==> src/rtl/mips_alu_pkg.sv <==
// Shared ALU definitions for the multicycle mod issue path.
package mips_alu_pkg;

  localparam int unsigned DEF_WIDTH   = 32;
  localparam logic [2:0]  ALU_CTR_MOD = 3'b111;

  typedef enum logic [1:0] {
    ST_IDLE   = 2'd0,
    ST_LAUNCH = 2'd1,
    ST_WAIT   = 2'd2,
    ST_DONE   = 2'd3
  } mod_state_t;

endpackage

==> src/rtl/mod_issue_ctrl_if.sv <==
// Handshake between the mod issue controller (master) and the mod unit (slave).
interface mod_issue_ctrl_if
  import mips_alu_pkg::*;
#(
  parameter int unsigned WIDTH = DEF_WIDTH
);

  logic             mod_start;
  logic [WIDTH-1:0] mod_a;
  logic [WIDTH-1:0] mod_b;
  logic             mod_done;
  logic [WIDTH-1:0] mod_result;

  modport master (
    output mod_start, mod_a, mod_b,
    input  mod_done, mod_result
  );

  modport slave (
    input  mod_start, mod_a, mod_b,
    output mod_done, mod_result
  );

endinterface

==> src/rtl/mod_timeout_ctr.sv <==
// WAIT-cycle counter for the mod handshake; expired flags the last allowed cycle.
module mod_timeout_ctr #(
  parameter int unsigned TIMEOUT = 64
) (
  input  logic clk,
  input  logic reset,
  input  logic clr,
  input  logic en,
  output logic expired
);

  localparam int unsigned CW = $clog2(TIMEOUT + 1);

  logic [CW-1:0] count;

  always_ff @(posedge clk or negedge reset) begin
    if (!reset) begin
      count <= '0;
    end else if (clr) begin
      count <= '0;
    end else if (en && !expired) begin
      count <= count + CW'(1);
    end
  end

  assign expired = (count == CW'(TIMEOUT - 1));

endmodule

==> src/rtl/mod_issue_ctrl.sv <==
// Issues mod operations to the multicycle mod unit, stalls the pipeline until
// completion, and returns the result (or a local error) to writeback.
module mod_issue_ctrl
  import mips_alu_pkg::*;
#(
  parameter int unsigned WIDTH   = DEF_WIDTH,
  parameter int unsigned TIMEOUT = 64
) (
  input  logic              clk,
  input  logic              reset,
  input  logic              req_valid,
  input  logic [2:0]        req_ctr,
  input  logic [WIDTH-1:0]  req_a,
  input  logic [WIDTH-1:0]  req_b,
  output logic              stall,
  mod_issue_ctrl_if.master  mod_bus,
  output logic              wb_valid,
  output logic [WIDTH-1:0]  wb_result,
  output logic              wb_err,
  output logic              busy
);

  mod_state_t state;
  logic       accept;
  logic       expired;

  assign accept = req_valid && (req_ctr == ALU_CTR_MOD);
  assign stall  = ((state == ST_IDLE) && accept) || (state == ST_LAUNCH) || (state == ST_WAIT);

  mod_timeout_ctr #(
    .TIMEOUT (TIMEOUT)
  ) u_timeout (
    .clk     (clk),
    .reset   (reset),
    .clr     (state == ST_LAUNCH),
    .en      (state == ST_WAIT),
    .expired (expired)
  );

  // Strobes and busy are registered alongside the next-state decision.
  always_ff @(posedge clk or negedge reset) begin
    if (!reset) begin
      state             <= ST_IDLE;
      mod_bus.mod_start <= 1'b0;
      mod_bus.mod_a     <= '0;
      mod_bus.mod_b     <= '0;
      wb_valid          <= 1'b0;
      wb_result         <= '0;
      wb_err            <= 1'b0;
      busy              <= 1'b0;
    end else begin
      case (state)
        ST_IDLE: begin
          if (accept) begin
            busy <= 1'b1;
            if (req_b != '0) begin
              mod_bus.mod_a     <= req_a;
              mod_bus.mod_b     <= req_b;
              mod_bus.mod_start <= 1'b1;
              state             <= ST_LAUNCH;
            end else begin
              wb_result <= req_a;
              wb_err    <= 1'b1;
              wb_valid  <= 1'b1;
              state     <= ST_DONE;
            end
          end
        end
        ST_LAUNCH: begin
          mod_bus.mod_start <= 1'b0;
          state             <= ST_WAIT;
        end
        ST_WAIT: begin
          // done takes priority over a timeout expiring in the same cycle
          if (mod_bus.mod_done) begin
            wb_result <= mod_bus.mod_result;
            wb_err    <= 1'b0;
            wb_valid  <= 1'b1;
            state     <= ST_DONE;
          end else if (expired) begin
            wb_result <= '0;
            wb_err    <= 1'b1;
            wb_valid  <= 1'b1;
            state     <= ST_DONE;
          end
        end
        ST_DONE: begin
          wb_valid <= 1'b0;
          busy     <= 1'b0;
          state    <= ST_IDLE;
        end
        default: begin
          state <= ST_IDLE;
        end
      endcase
    end
  end

endmodule

==> src/flat_wrapper.sv <==
// flat-port wrapper written by rule: the top's interface ports become plain ports
module mod_issue_ctrl_flat import mips_alu_pkg::*;
#(
  parameter int unsigned WIDTH   = DEF_WIDTH,
  parameter int unsigned TIMEOUT = 64
)
  (clk, reset, req_valid, req_ctr, req_a, req_b, stall, wb_valid, wb_result, wb_err, busy, mod_bus_mod_start, mod_bus_mod_a, mod_bus_mod_b, mod_bus_mod_done, mod_bus_mod_result);
  mod_issue_ctrl_if #(.WIDTH(WIDTH)) mod_bus_i ();
  input  logic clk;
  input  logic reset;
  input  logic req_valid;
  input  logic [2:0] req_ctr;
  input  logic [WIDTH-1:0] req_a;
  input  logic [WIDTH-1:0] req_b;
  output logic stall;
  output logic wb_valid;
  output logic [WIDTH-1:0] wb_result;
  output logic wb_err;
  output logic busy;
  output wire logic [$bits(mod_bus_i.mod_start)-1:0] mod_bus_mod_start;
  output wire logic [$bits(mod_bus_i.mod_a)-1:0] mod_bus_mod_a;
  output wire logic [$bits(mod_bus_i.mod_b)-1:0] mod_bus_mod_b;
  input wire logic [$bits(mod_bus_i.mod_done)-1:0] mod_bus_mod_done;
  input wire logic [$bits(mod_bus_i.mod_result)-1:0] mod_bus_mod_result;
  assign mod_bus_mod_start = mod_bus_i.mod_start;
  assign mod_bus_mod_a = mod_bus_i.mod_a;
  assign mod_bus_mod_b = mod_bus_i.mod_b;
  assign mod_bus_i.mod_done = mod_bus_mod_done;
  assign mod_bus_i.mod_result = mod_bus_mod_result;
  mod_issue_ctrl #(.WIDTH(WIDTH), .TIMEOUT(TIMEOUT)) u_core (.clk(clk), .reset(reset), .req_valid(req_valid), .req_ctr(req_ctr), .req_a(req_a), .req_b(req_b), .stall(stall), .mod_bus(mod_bus_i), .wb_valid(wb_valid), .wb_result(wb_result), .wb_err(wb_err), .busy(busy));
endmodule
==> config.mk <==
export PLATFORM = sky130hd
export DESIGN_NAME = mod_issue_ctrl_flat
export DESIGN_NICKNAME = d
export VERILOG_FILES = /design/src/rtl/mips_alu_pkg.sv /design/src/rtl/mod_issue_ctrl_if.sv /design/src/rtl/mod_timeout_ctr.sv /design/src/rtl/mod_issue_ctrl.sv /design/src/flat_wrapper.sv
export SDC_FILE = /design/constraint.sdc
export NUM_CORES = 1
export LEC_CHECK = 0
export ABC_AREA = 1
export CORE_MARGIN = 3
export CORE_UTILIZATION = 30
export DETAILED_ROUTE_END_ITERATION = 8
export PLACE_DENSITY = 0.63
export SLEW_MARGIN = 20
export SYNTH_ARGS = -nofsm -noshare
export SYNTH_HDL_FRONTEND = slang
export SYNTH_SLANG_ARGS = --single-unit
==> constraint.sdc <==
create_clock -name clk -period 3 [get_ports clk]
set_clock_uncertainty 0.05 [all_clocks]
set_input_delay 0.9 -clock clk [delete_from_list [all_inputs] [get_ports clk]]
set_output_delay 0.9 -clock clk [all_outputs]
set_load 0.01 [all_outputs]
==> impl_metrics.csv <==
group,metric,value,unit
run_status,run_status,"completed",
die,die-area,0.0186,mm²
final_layout,diodes,0,
grt,grt_max_degree,110,
clock_network,root_buffer,"clkbuf_16",
detailed_routing,vias,4755,
run,cap_viol_max_count,0,
detailed_routing,drt_iter0_drc,273,
die,num_rows,47,
detailed_routing,drc,0,
grt,grtUsageTotal,0.162,
clock_network,post-cts-setup-buffers,0,
clock_network,cts_max_level,3,
sta,rsz0062_at_grt,"no",
detailed_routing,wire_per_inst,14.7,µm
die,die_h,136,µm
power,seq_power_share,0.342,
place,post-dp-hpwl,10500,µm
clock_network,cts_tree,"built",
worst_setup_path,crit_path_start_kind,"input port",
die,core,0.0166,mm²
sta,period_minus_slack,2.86,ns
grt,grt_pass1_vias,4578,
clock_network,insertion_delay,0.34,ns
power,switching_share,0.377,
final_layout,fin_cells,1030,
die,start_util,0.307,
power,p_sw,2.70,mW
place,place_congestion,0.778,
clock_network,cts.clk_slew.worst_paths,0.07,ns
final_layout,post_route_cells_drive_above_1_share,0.0543,
power,intPower,4.45,mW
power,power_density,937,mW/mm²
power,combPwrFrac,0.494,
clock_network,cts_resized,2,
place,port_buffers,203,
final_layout,area_growth,49.5,%
sta,fin_crit_sh,0.953,
sta,setup_viol_count_final,0,
place,dp_slack,-0.277,ns
worst_setup_path,crit_fanout,2,
grt,antenna_found_initial,0,
power,p_leak,3.55,nW
worst_setup_path,critPathSlowestCell,"clkdlybuf4s50_1",
final_layout,final_util,0.458,
logic_synthesis,syn_area,0.00510,mm²
sta,tightest_slew,0.643,ns
worst_setup_path,crit_buf_inv,3,
grt,grt_overflow,0,
power,clkPwrFrac,0.164,
sta,fmax,0.350,GHz
worst_setup_path,crit_type,"in2out",
sta,finalHoldViolations,0,
die,io_pins,204,
logic_synthesis,ys_seq_area_frac,0.535,
logic_synthesis,syn_area_per_cell,8.27,µm²
hold_path,min_path_type,"reg2reg",
clock_network,cts_buffers,9,
worst_setup_path,path_delay_family,"buffers and inverters",
worst_setup_path,crit_required,2.05,ns
worst_setup_path,endpoint_kind,"primary output",
logic_synthesis,syn_nets,726,
worst_setup_path,crit_path_max_incr_delay,0.46,ns
logic_synthesis,syn_inst,617,
final_layout,fin_nets,915,
sta,slew-limit-headroom,0.571,
detailed_routing,dr.pass1.iters,4,
final_layout,layout_commonest_cell,"clkdlybuf4s50_1",
place,dp_cells,1015,
sta,setup_slack,0.141,ns
sta,fin_worst_hold_slack,0.419,ns
sta,finalMaxSlewViolations,0,
final_layout,fillCellCount,1677,
detailed_routing,postRouteAntennaNets,0,
logic_synthesis,ys_seq_elements,109,
clock_network,clock_path_buffers,2,
worst_setup_path,crit_chain,"clkdlybuf4s50_1 -> nand2_1 -> nor2_2 -> inv_1 -> nor2_2 -> nor2_1 -> nand2_1 -> clkbuf_2",
detailed_routing,totalWireLength,15200,µm
clock_network,clock-sinks,109,
detailed_routing,via_per_inst,4.62,
die,die_width,136,µm
logic_synthesis,ys_types,26,
final_layout,layout_common_cells,"clkdlybuf4s50_1, nand2_1, dfrtp_1",
power,vdd_ir_drop_max,0.000408,V
grt,grt_pass1_wl,23900,µm
clock_network,holdBufCountCts,0,
logic_synthesis,ys_warn_count,0,
worst_setup_path,crit_arrival,1.91,ns
[tightest hold or removal path, cell delays in order (launching register included)]
cell     delay, ns
dfrtp_1       0.34
nand2_1       0.05
nand2_1       0.05
[logic make-up (layout without fill, tap and decap cells)]
| logic type | after synthesis | in the layout | synth area share |
|---|---|---|---|
| AOI/OAI and AO/OA | 76 | 76 | 0.0772 |
| adders and majority gates | 6 | 6 | 0.0147 |
| buffers and inverters | 90 | 283 | 0.0794 |
| DFF | 109 | 109 | 0.535 |
| and+or+nand+nor | 334 | 334 | 0.291 |
| xor gates and xnor gates | 2 | 2 | 0.00343 |
[state kept, by name (all words and copies together) (netlist names)]
name                      flops
u_core.busy                   1
u_core.mod_bus.mod_a         32
u_core.mod_bus.mod_b         32
u_core.mod_bus.mod_start      1
u_core.state                  2
u_core.u_timeout.count        7
u_core.wb_err                 1
u_core.wb_result             32
u_core.wb_valid               1
[layer usage]
layer  wire length (µm)  vias up  GRT usage
met4                238        0     0.0566
met2               7420      130      0.266
li1                   -     2387          -
met3                964       15     0.0381
met5                  0        -          0
met1               6530     2223      0.210
[layout make-up]
class	instances	area [µm²]	area share
Tap cell	220	275	0.0361
Timing Repair Buffer	219	2180	0.286
Multi-Input combinational cell	418	1980	0.259
Clock inverter	4	48.8	0.00640
Sequential cell	109	2730	0.357
Clock buffer	11	233	0.0305
Inverter	49	184	0.0241
[Yosys cell counts, drive strengths merged]
library cell / number / area share
ha: 6 / 0.015
buf: 20 / 0.028
dfrtp: 109 / 0.53
nand4: 37 / 0.047
nand3: 71 / 0.072
nor2: 33 / 0.028
o21a: 1 / 0.0015
xnor2: 1 / 0.0017
nor3: 3 / 0.0029
nand2: 189 / 0.14
clkbuf: 21 / 0.015
a21oi: 3 / 0.0029
clkinv: 1 / 0.00073
inv: 48 / 0.035
or2: 1 / 0.0012
o21ai: 72 / 0.073
xor2: 1 / 0.0017
[power by group through the flow]
stage | combinational, mW | sequential [mW] | clock, mW
after floorplan | 1.48 | 2.73 | 0
after global placement | 3.57 | 2.45 | 0
after detailed placement | 3.60 | 2.46 | 0
after CTS | 3.60 | 2.45 | 1.23
after global routing | 3.93 | 2.52 | 1.29
final | 3.53 | 2.44 | 1.17
[final timing paths]
kind / start / slack, ns / end / cells after the start
setup / recovery: req_ctr[0] / 0.14 / stall / 8
hold / removal: u_core.mod_bus.mod_b[10] / 0.42 / u_core.mod_bus.mod_b[10] / 2
setup reg to reg: u_core.state[0] / 0.58 / u_core.wb_result[16] / 10
hold reg to reg: u_core.mod_bus.mod_b[10] / 0.42 / u_core.mod_bus.mod_b[10] / 2
max in group asynchronous: reset / 1.87 / u_core.mod_bus.mod_b[12] / 2
min in group asynchronous: reset / 0.56 / u_core.mod_bus.mod_a[8] / 2
[metrics by stage]
| step | cell area (µm²) | power (mW) | TNS [ns] |
|---|---|---|---|
| after CTS | 7630 | 7.28 | 0 |
| after floorplan | 5100 | 4.21 | 0 |
| final | 7630 | 7.15 | 0 |
| after detailed placement | 7350 | 6.06 | -0.277 |
| after global placement | 7350 | 6.02 | -0.276 |
| after global routing | 7630 | 7.74 | 0 |
Power figures use the tool's default switching activity.
